<file path="config.mk">
export PLATFORM = sky130hd
export DESIGN_NAME = obi_soc_interconnect
export DESIGN_NICKNAME = d
export VERILOG_FILES = /design/src/rtl/obi_ic_pkg.sv /design/src/rtl/obi_soc_interconnect_rr_arbiter.sv /design/src/rtl/obi_soc_interconnect.sv
export SDC_FILE = /design/constraint.sdc
export NUM_CORES = 1
export LEC_CHECK = 0
export CORE_AREA = 8 8 150 152
export CTS_CLUSTER_DIAMETER = 30
export DETAILED_ROUTE_END_ITERATION = 10
export DIE_AREA = 0 0 158 160
export PLACE_DENSITY = 0.73
export SYNTH_ARGS = -nofsm -noshare
export SYNTH_HDL_FRONTEND = slang
export SYNTH_SLANG_ARGS = --single-unit
</file>
<file path="constraint.sdc">
create_clock -name clk_i -period 1.9 [get_ports clk_i]
set_clock_uncertainty 0.2 [all_clocks]
set_input_delay 0.19 -clock clk_i [delete_from_list [all_inputs] [get_ports clk_i]]
set_output_delay 0.19 -clock clk_i [all_outputs]
set_load 0.05 [all_outputs]
</file>
<file path="src/rtl/obi_ic_pkg.sv">
// Shared types and default address map for the OBI SoC interconnect.
// No logic; constants only.
// Slave order in the packed maps is IRAM(0), DRAM(1), WB(2), UART(3).
package obi_ic_pkg;

  typedef enum logic [1:0] {
    IC_IDLE = 2'd0,
    IC_REQ  = 2'd1,
    IC_WAIT = 2'd2,
    IC_ERR  = 2'd3
  } e_ic_state;

  localparam logic [31:0] IRAM_BASE = 32'h0000_0000;
  localparam logic [31:0] IRAM_MASK = 32'hFFF8_0000;
  localparam logic [31:0] DRAM_BASE = 32'h0008_0000;
  localparam logic [31:0] DRAM_MASK = 32'hFFF8_0000;
  localparam logic [31:0] WB_BASE   = 32'h0010_0000;
  localparam logic [31:0] WB_MASK   = 32'hFFF8_0000;
  localparam logic [31:0] UART_BASE = 32'h0040_0000;
  localparam logic [31:0] UART_MASK = 32'hFFC0_0000;

  localparam logic [127:0] SLAVE_BASE_DEFAULT = {UART_BASE, WB_BASE, DRAM_BASE, IRAM_BASE};
  localparam logic [127:0] SLAVE_MASK_DEFAULT = {UART_MASK, WB_MASK, DRAM_MASK, IRAM_MASK};

  localparam logic [31:0] ERR_RDATA_DEFAULT = 32'hDEAD_BEEF;

endpackage

</file>
<file path="src/rtl/obi_soc_interconnect_rr_arbiter.sv">
// Round-robin arbiter: one-hot grant and index, search starts at the pointer.
// Latency: combinational grant; pointer moves on the clock after update_en.
// Backpressure: none; the pointer only advances when update_en commits a winner.
module rr_arbiter #(
  parameter int unsigned N = 2,
  localparam int unsigned IW = (N > 1) ? $clog2(N) : 1
) (
  input  logic          clk_i,
  input  logic          rst_ni,
  input  logic [N-1:0]  req,
  input  logic          update_en,
  output logic [N-1:0]  grant,
  output logic [IW-1:0] winner
);

  logic [IW-1:0] ptr_q;
  logic          found;
  int unsigned   cand;

  // First requester found walking upwards from the pointer, wrapping at N.
  always_comb begin
    grant  = '0;
    winner = '0;
    found  = 1'b0;
    cand   = 0;
    for (int unsigned i = 0; i < N; i++) begin
      cand = (32'(ptr_q) + i) % N;
      if (!found && req[IW'(cand)]) begin
        found             = 1'b1;
        grant[IW'(cand)]  = 1'b1;
        winner            = IW'(cand);
      end
    end
  end

  // Pointer lands one past the committed winner so it has lowest priority next time.
  always_ff @(posedge clk_i or negedge rst_ni) begin
    if (!rst_ni) begin
      ptr_q <= '0;
    end else if (update_en && found) begin
      ptr_q <= (winner == IW'(N - 1)) ? '0 : winner + IW'(1);
    end
  end

endmodule

</file>
<file path="src/rtl/obi_soc_interconnect.sv">
// OBI N-master to M-slave interconnect, round-robin, single transaction in flight.
// Latency: zero-wait slave gives grant 2 cycles and rvalid 3 cycles after request.
// Backpressure: masters stall until granted; hung slaves are cut off by the timeout.
module obi_soc_interconnect
  import obi_ic_pkg::*;
#(
  parameter int unsigned NUM_MASTERS    = 2,
  parameter int unsigned NUM_SLAVES     = 4,
  parameter int unsigned ADDR_WIDTH     = 32,
  parameter int unsigned DATA_WIDTH     = 32,
  parameter logic [NUM_SLAVES*ADDR_WIDTH-1:0] SLAVE_BASE = SLAVE_BASE_DEFAULT,
  parameter logic [NUM_SLAVES*ADDR_WIDTH-1:0] SLAVE_MASK = SLAVE_MASK_DEFAULT,
  parameter int unsigned TIMEOUT_CYCLES = 255,
  parameter logic [DATA_WIDTH-1:0] ERR_RDATA = DATA_WIDTH'(ERR_RDATA_DEFAULT)
) (
  input  logic                              clk_i,
  input  logic                              rst_ni,
  input  logic [NUM_MASTERS-1:0]            m_req_i,
  output logic [NUM_MASTERS-1:0]            m_gnt_o,
  input  logic [NUM_MASTERS*ADDR_WIDTH-1:0] m_addr_i,
  input  logic [NUM_MASTERS-1:0]            m_we_i,
  input  logic [NUM_MASTERS*DATA_WIDTH/8-1:0] m_be_i,
  input  logic [NUM_MASTERS*DATA_WIDTH-1:0] m_wdata_i,
  output logic [NUM_MASTERS-1:0]            m_rvalid_o,
  output logic [DATA_WIDTH-1:0]             m_rdata_o,
  output logic                              m_err_o,
  output logic [NUM_SLAVES-1:0]             s_req_o,
  input  logic [NUM_SLAVES-1:0]             s_gnt_i,
  output logic [ADDR_WIDTH-1:0]             s_addr_o,
  output logic                              s_we_o,
  output logic [DATA_WIDTH/8-1:0]           s_be_o,
  output logic [DATA_WIDTH-1:0]             s_wdata_o,
  input  logic [NUM_SLAVES-1:0]             s_rvalid_i,
  input  logic [NUM_SLAVES*DATA_WIDTH-1:0]  s_rdata_i,
  output logic [15:0]                       err_count_o
);

  localparam int unsigned BW  = DATA_WIDTH / 8;
  localparam int unsigned MIW = (NUM_MASTERS > 1) ? $clog2(NUM_MASTERS) : 1;
  localparam int unsigned SIW = (NUM_SLAVES > 1) ? $clog2(NUM_SLAVES) : 1;
  localparam int unsigned TW  = (TIMEOUT_CYCLES > 0) ? $clog2(TIMEOUT_CYCLES + 1) : 1;

  e_ic_state               state_q, state_d;
  logic [NUM_MASTERS-1:0]  win_oh_q;
  logic [SIW-1:0]          sel_q;
  logic [ADDR_WIDTH-1:0]   addr_q;
  logic                    we_q;
  logic [BW-1:0]           be_q;
  logic [DATA_WIDTH-1:0]   wdata_q;
  logic                    pend_gnt_q;   // decode miss still owes the master its grant
  logic                    s_req_q;
  logic [TW-1:0]           cnt_q;
  logic [15:0]             err_cnt_q, err_cnt_d;

  logic [NUM_MASTERS-1:0]  arb_gnt;
  logic [MIW-1:0]          arb_win;
  logic                    arb_upd;
  logic [ADDR_WIDTH-1:0]   win_addr;
  logic [SIW-1:0]          dec_idx;
  logic                    dec_hit;
  logic                    accept, rsp, tmo;
  logic [NUM_SLAVES-1:0]   sel_oh;

  assign arb_upd = (state_q == IC_IDLE) && (|m_req_i);

  rr_arbiter #(.N(NUM_MASTERS)) u_arb (
    .clk_i     (clk_i),
    .rst_ni    (rst_ni),
    .req       (m_req_i),
    .update_en (arb_upd),
    .grant     (arb_gnt),
    .winner    (arb_win)
  );

  assign win_addr = m_addr_i[arb_win*ADDR_WIDTH +: ADDR_WIDTH];

  // Address decode; scanning downwards lets the lowest matching slave win.
  always_comb begin
    dec_hit = 1'b0;
    dec_idx = '0;
    for (int s = NUM_SLAVES - 1; s >= 0; s--) begin
      if ((win_addr & SLAVE_MASK[s*ADDR_WIDTH +: ADDR_WIDTH]) ==
          SLAVE_BASE[s*ADDR_WIDTH +: ADDR_WIDTH]) begin
        dec_hit = 1'b1;
        dec_idx = SIW'(s);
      end
    end
  end

  // Handshake qualifiers; rvalid is only looked at in WAIT, and only from the latched slave.
  assign sel_oh = NUM_SLAVES'(1) << sel_q;
  assign accept = (state_q == IC_REQ) && s_req_q && s_gnt_i[sel_q];
  assign rsp    = (state_q == IC_WAIT) && s_rvalid_i[sel_q];
  assign tmo    = (TIMEOUT_CYCLES != 0) && (cnt_q == TW'(TIMEOUT_CYCLES - 1));

  // FSM next state; grant beats timeout in REQ, rvalid beats timeout in WAIT.
  always_comb begin
    state_d = state_q;
    case (state_q)
      IC_IDLE: if (|m_req_i) state_d = dec_hit ? IC_REQ : IC_ERR;
      IC_REQ:  if (accept) state_d = IC_WAIT; else if (tmo) state_d = IC_ERR;
      IC_WAIT: if (rsp) state_d = IC_IDLE; else if (tmo) state_d = IC_ERR;
      IC_ERR:  if (!pend_gnt_q) state_d = IC_IDLE;
      default: state_d = IC_IDLE;
    endcase
  end

  // Saturating error counter, bumped on the error response cycle.
  always_comb begin
    err_cnt_d = err_cnt_q;
    if (state_q == IC_ERR && !pend_gnt_q && err_cnt_q != 16'hFFFF) begin
      err_cnt_d = err_cnt_q + 16'd1;
    end
  end

  // State, latched transaction, slave request and timeout counter.
  always_ff @(posedge clk_i or negedge rst_ni) begin
    if (!rst_ni) begin
      state_q    <= IC_IDLE;
      win_oh_q   <= '0;
      sel_q      <= '0;
      addr_q     <= '0;
      we_q       <= 1'b0;
      be_q       <= '0;
      wdata_q    <= '0;
      pend_gnt_q <= 1'b0;
      s_req_q    <= 1'b0;
      cnt_q      <= '0;
      err_cnt_q  <= '0;
    end else begin
      state_q   <= state_d;
      err_cnt_q <= err_cnt_d;
      s_req_q   <= (state_q == IC_REQ) && !accept && !tmo;
      if (arb_upd) begin
        win_oh_q   <= arb_gnt;
        sel_q      <= dec_idx;
        addr_q     <= win_addr;
        we_q       <= m_we_i[arb_win];
        be_q       <= m_be_i[arb_win*BW +: BW];
        wdata_q    <= m_wdata_i[arb_win*DATA_WIDTH +: DATA_WIDTH];
        pend_gnt_q <= !dec_hit;
      end else if (state_q == IC_ERR) begin
        pend_gnt_q <= 1'b0;
      end
      if (state_q != IC_REQ && state_d == IC_REQ) begin
        cnt_q <= '0;
      end else if (state_q == IC_REQ || state_q == IC_WAIT) begin
        cnt_q <= cnt_q + TW'(1);
      end
    end
  end

  // Master-side pulses and the shared response data.
  always_comb begin
    m_gnt_o    = '0;
    m_rvalid_o = '0;
    m_err_o    = 1'b0;
    m_rdata_o  = '0;
    case (state_q)
      IC_REQ: if (accept || tmo) m_gnt_o = win_oh_q;
      IC_WAIT: begin
        if (rsp) begin
          m_rvalid_o = win_oh_q;
          m_rdata_o  = s_rdata_i[sel_q*DATA_WIDTH +: DATA_WIDTH];
        end
      end
      IC_ERR: begin
        if (pend_gnt_q) begin
          m_gnt_o = win_oh_q;
        end else begin
          m_rvalid_o = win_oh_q;
          m_err_o    = 1'b1;
          m_rdata_o  = ERR_RDATA;
        end
      end
      default: ;
    endcase
  end

  assign s_req_o     = s_req_q ? sel_oh : '0;
  assign s_addr_o    = addr_q;
  assign s_we_o      = we_q;
  assign s_be_o      = be_q;
  assign s_wdata_o   = wdata_q;
  assign err_count_o = err_cnt_q;

endmodule
</file>
Yosys cells after proc, flatten, opt, wreduce, memory -nomap -nowiden
Index checks and enable logic that the tools add are counted.

Flip-flop bits (word level): 102. Input bits: 278. Logic and storage cells: 115.

Add/subtract/negate cells: 4. Order comparisons: 6. Equal/unequal tests: 10. Shift operators: 5. Muxes and demuxes: 52. Bitwise logic cells: 1. Reductions and logical operators: 25.

Operators with widths (count): 128-bit by 8-bit indexed part select with 32-bit output (1); 64-bit by 7-bit indexed part select with 32-bit output (2); 32-bit two-way mux (2); 32-bit one-hot mux with 2 select lines (1); 32-bit zero test (1); 2-bit two-way mux (16); 1-bit two-way mux (23); 16-bit by 1-bit adder with 16-bit output (second input constant) (1); 8-bit two-way mux (2); 16-bit != test (second input constant) (1); 13-bit by 1-bit equality test with 1-bit output (second input constant) (1); 13-bit by 2-bit equality test with 1-bit output (second input constant) (1); 1-bit logical AND (13); 10-bit by 1-bit equality test with 1-bit output (second input constant) (1); 8-bit by 1-bit adder with 8-bit output (second input constant) (1); 8-bit equality test (second input constant) (1); 2-bit one-hot mux with 2 select lines (2); 2-bit one-hot mux with 4 select lines (1); 8-bit by 4-bit indexed part select with 4-bit output (1); 1-bit by 2-bit less-than comparator with 1-bit output (second input constant) (3); 1-bit zero test (5); 1-bit binary-select mux with 2-bit select (2); 2-bit by 1-bit equality test with 1-bit output (second input constant) (2); 2-bit equality test (second input constant) (2); other kinds (12) (17).

Longest topological paths before layout
Word-level depth: 18. Mapped depth: 8. Depth with buffers taken out: 7.

Modules after synthesis
A second synthesis with hierarchy kept.

Cell total of the unflattened synthesis: 599. Area, all modules: 6067.1 um^2.

Modules (own cells, without submodules): obi_soc_interconnect (instances 1, cells an instance 592, area each 6004.5 um^2, seq. area each 2527.4 um^2); rr_arbiter (instances 1, cells an instance 7, area each 62.6 um^2, seq. area each 25.0 um^2).

Worst setup path before layout
Ideal clock, no wire load.

Path kind: reg-to-output. From: register sel_q[1]. To: output port m_rdata_o[18]. Arrival: 2.467 ns. Path slack: -0.957 ns. Cell stages (with the launch flop): 7. Cells stage by stage: dfrtp_1 clkbuf_1 buf_2 clkbuf_1 mux4_2 inv_1 o21ai_0.

Cells in the longest elaborated chain, start to end: 5. Elaborated cells on any way between the ends: 6. Those cells by class: shift (1); mux (4); reduce/logical (1).

RTL lines: from (decl) (RTL line obi_soc_interconnect.sv:45) `logic [SIW-1:0] sel_q;`; from (signal assigned) (RTL line obi_soc_interconnect.sv:136) `sel_q <= dec_idx;`; parallel branches: the longest is 3 deep, another holds 128-bit by 8-bit indexed part select with 32-bit output; 32-bit two-way mux (*) (RTL line obi_soc_interconnect.sv:162) `if (rsp) begin`; 32-bit one-hot mux with 2 select lines (*) (RTL line obi_soc_interconnect.sv:159) `case (state_q)`; to (decl) (RTL line obi_soc_interconnect.sv:25) `output logic [DATA_WIDTH-1:0] m_rdata_o,`.

Mark *: on every way between the ends. The select of a mux whose other input is x is not followed.

Worst setup path in the final report
From: register sel_q[1]. To: output port m_rdata_o[5].

The elaborated chain is that of the path after synthesis.

==> flow_summary.json <==
{
  "post-place-ws_ns": -0.673,
  "fin_util": 0.621,
  "critPathCaptureType": "primary output",
  "violations": "negative setup slack",
  "slew_viol_final": 0,
  "grt.overflow.total": 0,
  "crit_arrival_ns": 2.01,
  "fin_cells": 1362,
  "synthCells": 611,
  "max_freq_ghz": 0.416,
  "synth_warnings": 0,
  "synth_edf_count": 0,
  "die-area_sq_um": 25300,
  "rsz0062_at_grt": "true",
  "pwr-share-comb": 0.679,
  "cts_buffer_depth": 2,
  "synthDistinctLibCells": 49,
  "drive_gt1_frac": 0.342,
  "cts_tree": "built",
  "critical_path_peak_fanout": 8,
  "post-route-period-util": 1.26,
  "status": "complete, but fails checks",
  "root_buffer": "clkbuf_16",
  "sw_frac_of_total": 0.491,
  "start_util": 0.308,
  "coreArea_sq_um": 20000,
  "async_flop_share": 1.00,
  "final_nets": 1370,
  "cts.clk_slew.worst_paths_ns": 0.08,
  "worstMarginPinSlew_ns": 0.519,
  "synth_flop_cell": "dfrtp_1",
  "min-delay-path-class": "in2async",
  "routed_via_density": 4.81,
  "drt_iter0_drc": 235,
  "syn_to_final_growth_pct": 102,
  "io_buffers": 403,
  "synth_area_leaders": "dfrtp_1 (41%), mux2i_1 (12%), mux4_2 (12%)",
  "io_pins": 404,
  "drtPass1Iterations": 4,
  "pwr-share-seq": 0.213,
  "die_x_um": 158,
  "maxSlewHeadroom": 0.653,
  "final-hold-violation-count": 0,
  "h-tree-depth": 3,
  "synth-seq-cells": 102,
  "setup_ws_ns": -0.503,
  "cellInternalPower_w": 0.00851,
  "yosysTopAreaCell": "dfrtp_1",
  "cts_sinks": 102,
  "dp_hpwl_um": 23400,
  "ant_nets": 0,
  "maxCapViolCount": 0,
  "setup.worst_path.class": "reg2out",
  "numCtsBuffers": 9,
  "syn_area_sq_um": 6170,
  "drc": 0,
  "power_w": 0.0167,
  "grt_pass1_wl_um": 40400,
  "dp.cells": 1326,
  "syn-num-nets": 897,
  "tns_ns": -21.84,
  "fp-row-count": 52,
  "startpoint": "sel_q[1]",
  "clock_power_share": 0.108,
  "insertion_delay_ns": 0.35,
  "antenna_found_initial": 4,
  "grt_pass1_vias": 7085,
  "gp_congestion": 0.826,
  "routedWlPerCell_um": 20.5,
  "wl_um": 27900,
  "r2r_start": "state_q[1]",
  "grt_usage": 0.210,
  "powerDensity_nw_per_um2": 1340,
  "ir_worst_vdd_mv": 0.773,
  "switchingPower_w": 0.00822,
  "finalSetupViolCount": 56,
  "leakagePower_nw": 5.50,
  "vias": 6546,
  "grt_max_degree": 38,
  "synth_top_area_share": 0.413,
  "yosysSeqAreaShare": 0.413,
  "required_ns": 1.51,
  "die_h_um": 160,
  "final.min_clock_period_ns": 2.40,
  "avgSynthCellArea_sq_um": 10.1,
  "start_kind": "flop"
}
[timing repair]
| action | 4_1_cts | 5_1_grt |
|---|---|---|
| setup buffers | 3 | 11 |
| hold endpoints to repair | 102 | 0 |
| hold buffers | 1 | 0 |
| pin swaps | 21 | 18 |
| gates resized for setup | 56 | 40 |
| endpoints found under the setup margin | 58 | 127 |
| cloned | 2 | 2 |
[critical path, stage by stage (launching register included)]
cell and delay, ns:
dfrtp_2 0.50, mux2_4 0.34, mux2i_1 0.16, nand2b_4 0.24, clkbuf_16 0.20, o21ai_4 0.06, buf_12 0.15
[sequential cells by signal, indices dropped and copies added (netlist names), 2 cells and up]
name / cells
cnt_q: 8
state_q: 2
s_wdata_o: 32
s_be_o: 4
err_count_o: 16
sel_q: 2
s_addr_o: 32
win_oh_q: 2
[layer usage]
layer	up-vias	wire length [um]	track usage
li1	3143	-	-
met4	2	471	0.0626
met1	3096	10000	0.220
met2	279	14800	0.389
met5	-	12	0
met3	26	2630	0.0699
[path summary, 6_finish.rpt]
| check | slack, ns | depth (start not counted) | end |
|---|---|---|---|
| setup / recovery | -0.50 | 6 | m_rdata_o[5] |
| hold / removal | 0.11 | 2 | s_wdata_o[4] |
| setup reg to reg | -0.32 | 8 | err_count_o[13] |
| hold reg to reg | 0.28 | 2 | s_addr_o[14] |
| max in group asynchronous | 0.83 | 3 | s_wdata_o[16] |
| min in group clk_i | 0.11 | 3 | s_addr_o[29] |
[power by group through the flow]
| stage | logic [W] | registers [W] | clock network (W) |
|---|---|---|---|
| finish | 0.0114 | 0.00357 | 0.00180 |
| CTS | 0.0110 | 0.00359 | 0.00187 |
| floorplan | 0.00369 | 0.00619 | 0 |
| global route | 0.0120 | 0.00368 | 0.00194 |
| global placement | 0.0107 | 0.00358 | 0 |
| detailed placement | 0.0108 | 0.00361 | 0 |
[logic make-up (layout without fill, tap and decap cells)]
kind of cell / count (synthesis) / after routing / synth area share
AOI/OAI and AO/OA: 138 / 138 / 0.126
buffers and inverters: 74 / 551 / 0.0478
adders and majority gates: 8 / 8 / 0.0162
xor gates and xnor gates: 19 / 19 / 0.0270
muxes: 108 / 108 / 0.241
and+or+nand+nor: 162 / 163 / 0.128
DFF: 102 / 102 / 0.413
other: 0 / 3 / 0
[stage by stage]
stage,hold slack (ns),cell area (sq um)
final,0.105,12400
after global routing,0.137,12400
after CTS,0.103,12100
after detailed placement,-0.0477,11600
after global placement,-0.0479,11600
after floorplan,-0.306,6720
[cell usage after synthesis (2+ instances only)]
master    number
ha_1           8
mux2i_1       72
or3_2          2
mux4_2        32
xnor2_1       11
nand2_1       90
nor3b_1        3
buf_1         11
a21oi_1       13
a31oi_1       13
inv_1         33
a21boi_0       2
a211oi_1       3
o41ai_1        2
mux2_1         3
nor4_4         2
buf_2          2
nand4_1        8
clkbuf_1      26
or4_4          2
nor3_1         7
nand3_1        9
nand3b_1       3
dfrtp_1      102
xor2_1         8
nor2b_1       10
o21ai_0       95
and3_1         2
nor2_1        14
nand2b_1       4
[layout make-up]
cell class | instances | area [sq um]
fillers | 1689 | 7590
repair buffers | 502 | 5050
multi-input cells | 436 | 4070
flip-flops and latches | 102 | 2570
well taps | 270 | 338
clock buffers | 10 | 239
inverters | 33 | 124
clock inverters | 6 | 51.3
diodes | 3 | 7.51
[cell usage in the layout, fill, tap and decap left out, drive strengths merged, types with 2 or more instances in the layout]
cell type | netlist | layout
nand3b | 3 | 3
a211oi | 3 | 3
clkinv | 0 | 2
clkbuf | 26 | 11
mux4 | 32 | 32
a21boi | 2 | 2
o21ai | 96 | 96
a21oi | 13 | 13
nor2 | 14 | 14
nand2b | 5 | 5
o41ai | 3 | 3
dlygate4sd2 | 0 | 14
nor4 | 2 | 2
dfrtp | 102 | 102
nand3 | 9 | 9
a31oi | 13 | 13
buf | 15 | 223
inv | 33 | 36
or3 | 2 | 2
or4 | 3 | 3
mux2i | 73 | 73
diode | 0 | 3
and3 | 2 | 2
xor2 | 8 | 8
clkdlybuf4s50 | 0 | 263
nor3b | 3 | 3
nand2 | 90 | 91
ha | 8 | 8
nand4 | 8 | 8
mux2 | 3 | 3
nor3 | 8 | 8
nor2b | 10 | 10
xnor2 | 11 | 11
No activity file was read; power rests on OpenSTA's default activity.
